## src/rtl/crypt_pipe_ctrl.sv

```systemverilog
// Enable/select sequencer for the pipelined byte-permutation cipher.
// Optional macro CRYPT_CTRL_BUBBLE_SQUEEZE_EN: per-stage advance so bubbles collapse.
module crypt_pipe_ctrl #(
   parameter int NUM_STAGES = 8,
   parameter int KEY_W      = 2*NUM_STAGES,
   parameter int CNT_W      = 16
) (
   input  logic                    clk,
   input  logic                    reset,
   input  logic                    in_valid,
   output logic                    in_ready,
   input  logic [KEY_W-1:0]        in_key,
   input  logic                    flush,
   output logic [NUM_STAGES-1:0]   stage_en,
   output logic [2*NUM_STAGES-1:0] stage_sel,
   output logic                    out_valid,
   input  logic                    out_ready,
   output logic                    busy,
   output logic                    flush_done,
   output logic [CNT_W-1:0]        blk_count
);

   localparam int N = NUM_STAGES;

   typedef enum logic [1:0] {IDLE, RUN, DRAIN} state_t;

   state_t           state_q, state_d;
   logic [N-1:0]     vld_q, vld_d;
   logic [KEY_W-1:0] key_q [N];
   logic [KEY_W-1:0] key_d [N];
   logic             fd_q, fd_d;
   logic [CNT_W-1:0] cnt_q, cnt_d;
   logic [N-1:0]     en;
   logic             accept;

`ifdef CRYPT_CTRL_BUBBLE_SQUEEZE_EN
   // A stage may move whenever it is empty or the stage ahead moves.
   always_comb begin
      en = '0;
      en[N-1] = ~vld_q[N-1] | out_ready;
      for (int i = N-2; i >= 0; i--)
         en[i] = ~vld_q[i] | en[i+1];
   end
`else
   always_comb begin
      en = {N{~vld_q[N-1] | out_ready}};
   end
`endif

   assign in_ready = ~reset & en[0]
                   & (state_q != DRAIN) & ~flush;
   assign accept   = in_valid & in_ready;

   always_comb begin
      vld_d = vld_q;
      for (int i = 0; i < N; i++)
         key_d[i] = key_q[i];
      if (en[0]) begin
         vld_d[0] = accept;
         key_d[0] = accept ? in_key : '0;
      end
      for (int i = 1; i < N; i++) begin
         if (en[i]) begin
            vld_d[i] = vld_q[i-1];
            key_d[i] = key_q[i-1];
         end
      end
   end

   // Each stage selects with the key of the block it is about to capture.
   always_comb begin
      stage_sel      = '0;
      stage_sel[1:0] = in_key[1:0];
      for (int i = 1; i < N; i++)
         stage_sel[2*i +: 2] = key_q[i-1][2*i +: 2];
   end

   always_comb begin
      state_d = state_q;
      fd_d    = 1'b0;
      unique case (state_q)
         IDLE: begin
            if (flush)
               fd_d = 1'b1;
            else if (accept)
               state_d = RUN;
         end
         RUN: begin
            if (flush)
               state_d = DRAIN;
            else if (~|vld_d && !accept)
               state_d = IDLE;
         end
         DRAIN: begin
            if (~|vld_d) begin
               state_d = IDLE;
               fd_d    = 1'b1;
            end
         end
         default: state_d = IDLE;
      endcase
   end

   assign cnt_d = cnt_q + CNT_W'(out_valid & out_ready);

   always_ff @(posedge clk or posedge reset) begin
      if (reset) begin
         state_q <= IDLE;
         vld_q   <= '0;
         fd_q    <= 1'b0;
         cnt_q   <= '0;
         for (int i = 0; i < N; i++)
            key_q[i] <= '0;
      end else begin
         state_q <= state_d;
         vld_q   <= vld_d;
         fd_q    <= fd_d;
         cnt_q   <= cnt_d;
         for (int i = 0; i < N; i++)
            key_q[i] <= key_d[i];
      end
   end

   assign stage_en   = reset ? '0 : en;
   assign out_valid  = vld_q[N-1];
   assign busy       = ~reset & ((|vld_q) | (state_q != IDLE));
   assign flush_done = fd_q;
   assign blk_count  = cnt_q;

endmodule
```

## config.mk

```make
export PLATFORM = sky130hd
export DESIGN_NAME = crypt_pipe_ctrl
export DESIGN_NICKNAME = d
export VERILOG_FILES = /design/src/rtl/crypt_pipe_ctrl.sv
export SDC_FILE = /design/constraint.sdc
export NUM_CORES = 1
export LEC_CHECK = 0
export ABC_AREA = 0
export BUFFER_PORTS_ARGS = -buffer_cell sky130_fd_sc_hd__buf_2
export CORE_MARGIN = 4
export CORE_UTILIZATION = 40
export CTS_CLUSTER_DIAMETER = 50
export CTS_CLUSTER_SIZE = 16
export DETAILED_ROUTE_END_ITERATION = 16
export MAX_ROUTING_LAYER = met4
export PLACE_DENSITY = 0.59
export SLEW_MARGIN = 20
export SYNTH_ARGS = -nofsm -noshare
export SYNTH_HDL_FRONTEND = slang
export SYNTH_SLANG_ARGS = --single-unit
```

## constraint.sdc

```tcl
create_clock -name clk -period 3.8 [get_ports clk]
set_input_delay 0.76 -clock clk [delete_from_list [all_inputs] [get_ports clk]]
set_output_delay 0.76 -clock clk [all_outputs]
set_load 0.02 [all_outputs]
```

==> flow_metrics.env <==
export IMPL_synth_yosys_seq_area_share=0.601
export IMPL_place_area_mm2=0.00369
export IMPL_routedWlPerCell_um=12.0
export IMPL_critPathMaxStageDelay_ps=560
export IMPL_netlist_top_cells_area="dfrtp_1, nand2_1, buf_4"
export IMPL_rows=33
export IMPL_syn_cell_area_mm2=0.00345
export IMPL_cts_resized_gates=0
export IMPL_place_gp_congestion=0.807
export IMPL_synth_warnings=0
export IMPL_drtAntennaViolNets=0
export IMPL_status="finished clean"
export IMPL_drtIter0Drc=129
export IMPL_drive_above_1_share=0.202
export IMPL_syn_area_per_cell_um2=9.23
export IMPL_critPathArrivalTime_ps=1670
export IMPL_crit_family="simple AND/OR/NAND/NOR gates"
export IMPL_drc=0
export IMPL_fin_util=0.470
export IMPL_cts_buffers=9
export IMPL_diodes=0
export IMPL_yosysTopAreaCell="dfrtp_1"
export IMPL_cts_tree="built"
export IMPL_syn_to_final_growth_pct=13.0
export IMPL_dpl_hpwl_um=4120
export IMPL_tns_ps=0
export IMPL_synthDistinctLibCells=30
export IMPL_ir_drop_mv=0.291
export IMPL_powerDensity_mw_per_mm2=583
export IMPL_die_y_um=101
export IMPL_start_kind="flop"
export IMPL_final_common_cell="nand2_1"
export IMPL_endpoint_kind="output pin"
export IMPL_min_period_over_period=0.639
export IMPL_antenna_found_initial=0
export IMPL_num_vias=2400
export IMPL_initial_core_util=0.416
export IMPL_grt_pass1_vias=2428
export IMPL_setup_viol=0
export IMPL_hold_violations=0
export IMPL_cts_root_buf="clkbuf_8"
export IMPL_final_setup_skew_ps=5.61
export IMPL_cp_max_fo=3
export IMPL_layout_cells_most_common_list="nand2_1, dfrtp_1, buf_2"
export IMPL_hold_class="flop to flop"
export IMPL_syn_num_nets=397
export IMPL_path_cells="or4_1 > nor2_1 > a21oi_1 > buf_2"
export IMPL_max_freq_mhz=412
export IMPL_cts_setup_buffers=0
export IMPL_clk_latency_ps=340
export IMPL_yosysTopAreaCellShare=0.601
export IMPL_grt_pass1_wl_um=10900
export IMPL_final_area_mm2=0.00390
export IMPL_gr_usage_all_layers=0.138
export IMPL_nNetsFinal=433
export IMPL_crit_required_ps=3040
export IMPL_ios=65
export IMPL_worstMarginPinSlew_ps=614
export IMPL_slowest_stage="or4_1"
export IMPL_fp_coreArea_mm2=0.00830
export IMPL_path_class="flop to output pin"
export IMPL_slew_viol_final=0
export IMPL_die_w_um=101
export IMPL_die_area_mm2=0.0102
export IMPL_hold_ws_ps=468
export IMPL_final_cells=520
export IMPL_cp_num_buf_inv=1
export IMPL_htree_levels=3
export IMPL_cts_sinks=83
export IMPL_maxCapViolCount=0
export IMPL_vias_per_cell=4.62
export IMPL_postCtsHoldBufs=0
export IMPL_clkSlewWorstSetupHoldPaths_ps=80
export IMPL_ys_seq_elements=83
export IMPL_rsz0062_at_grt="false"
export IMPL_syn_inst=374
export IMPL_overflow=0
export IMPL_post_route_min_period_ps=2430
export IMPL_placedCellCount=504
export IMPL_slew_limit_headroom=0.591
export IMPL_grt_max_degree=63
export IMPL_wl_um=6240
export IMPL_clock_path_buffers=2
export IMPL_leakage_nw=2.19
export IMPL_dr_pass1_iters=4
export IMPL_port_buffers=60
## metrics by stage
step,total power [mW],setup slack (ps)
6_report,2.28,1370
5_1_grt,2.43,1300
4_1_cts,2.31,1340
3_5_place_dp,1.65,1400
3_3_place_gp,1.64,1500
2_1_floorplan,1.53,683
## worst register-to-register path, cell delays in order, from the launching register on
cell	delay, ps
dfrtp_1	420
nor2b_4	240
buf_4	540
nor3_1	190
a2111oi_1	430
## layer usage
| layer | vias up | part of all wire | global-route usage |
|---|---|---|---|
| li1 | 1230 | - | - |
| met1 | 1118 | 0.48 | 0.181 |
| met2 | 42 | 0.46 | 0.202 |
| met3 | 10 | 0.043 | 0.0353 |
| met4 | 0 | 0.017 | 0.0583 |
| met5 | - | 0 | - |
## worst paths after layout
check                                      endpoint  slack, ps  cells past startpoint                    start
setup / recovery                               busy       1370                      4       vld_q[3]$_DFF_PP0_
hold / removal              blk_count[15]$_DFF_PP0_        470                      1  blk_count[15]$_DFF_PP0_
setup reg to reg             state_q[0]$_DFFE_PP0P_       1850                      4       vld_q[7]$_DFF_PP0_
hold reg to reg             blk_count[15]$_DFF_PP0_        470                      1  blk_count[15]$_DFF_PP0_
max in group asynchronous  stage_sel[4]$_DFFE_PP0N_       2510                      3                    reset
min in group asynchronous    key_q[127]$_DFFE_PP0N_        480                      2                    reset
## sequential cells by signal (all words and copies together), names as in the netlist
register    cells
vld_q           8
flush_done      1
blk_count      16
state_q         2
key_q          42
stage_sel      14
## cells in the mapped netlist, drive strengths merged
library cell  count
a21oi             1
or4               1
and3              1
xnor2             6
nand2b            3
dfrtp            83
nand4             3
buf              27
o21ai            15
nand3             9
or4b              1
nor2b             2
or3               1
nand2           175
a31oi             1
o22ai             1
xor2              8
and2              1
nor2              3
a2111oi           1
o2bb2ai           1
inv               5
nor3              6
clkbuf           12
ha                2
nor4              5
## layout make-up
| class | instances | area (um^2) |
|---|---|---|
| Clock buffer | 12 | 165 |
| Clock inverter | 4 | 47.5 |
| Fill cell | 836 | 4400 |
| Inverter | 5 | 20.0 |
| Multi-Input combinational cell | 247 | 1130 |
| Sequential cell | 83 | 2080 |
| Tap cell | 105 | 131 |
| Timing Repair Buffer | 64 | 330 |
## where the power goes
part | total, mW | switching [mW] | internal, mW
registers | 1.11 | 0.0944 | 1.01
logic | 0.513 | 0.352 | 0.161
clock network | 0.654 | 0.299 | 0.355
## cells by family (layout without fill, tap and decap cells)
| group | count (synthesis) | after routing | share of synthesized area |
|---|---|---|---|
| and+or+nand+nor | 211 | 211 | 0.250 |
| DFF | 83 | 83 | 0.601 |
| buffers and inverters | 44 | 85 | 0.0735 |
| AOI/OAI and AO/OA | 20 | 20 | 0.0322 |
| xor gates and xnor gates | 14 | 14 | 0.0355 |
| adders and majority gates | 2 | 2 | 0.00725 |
Power figures use the tool's default switching activity.
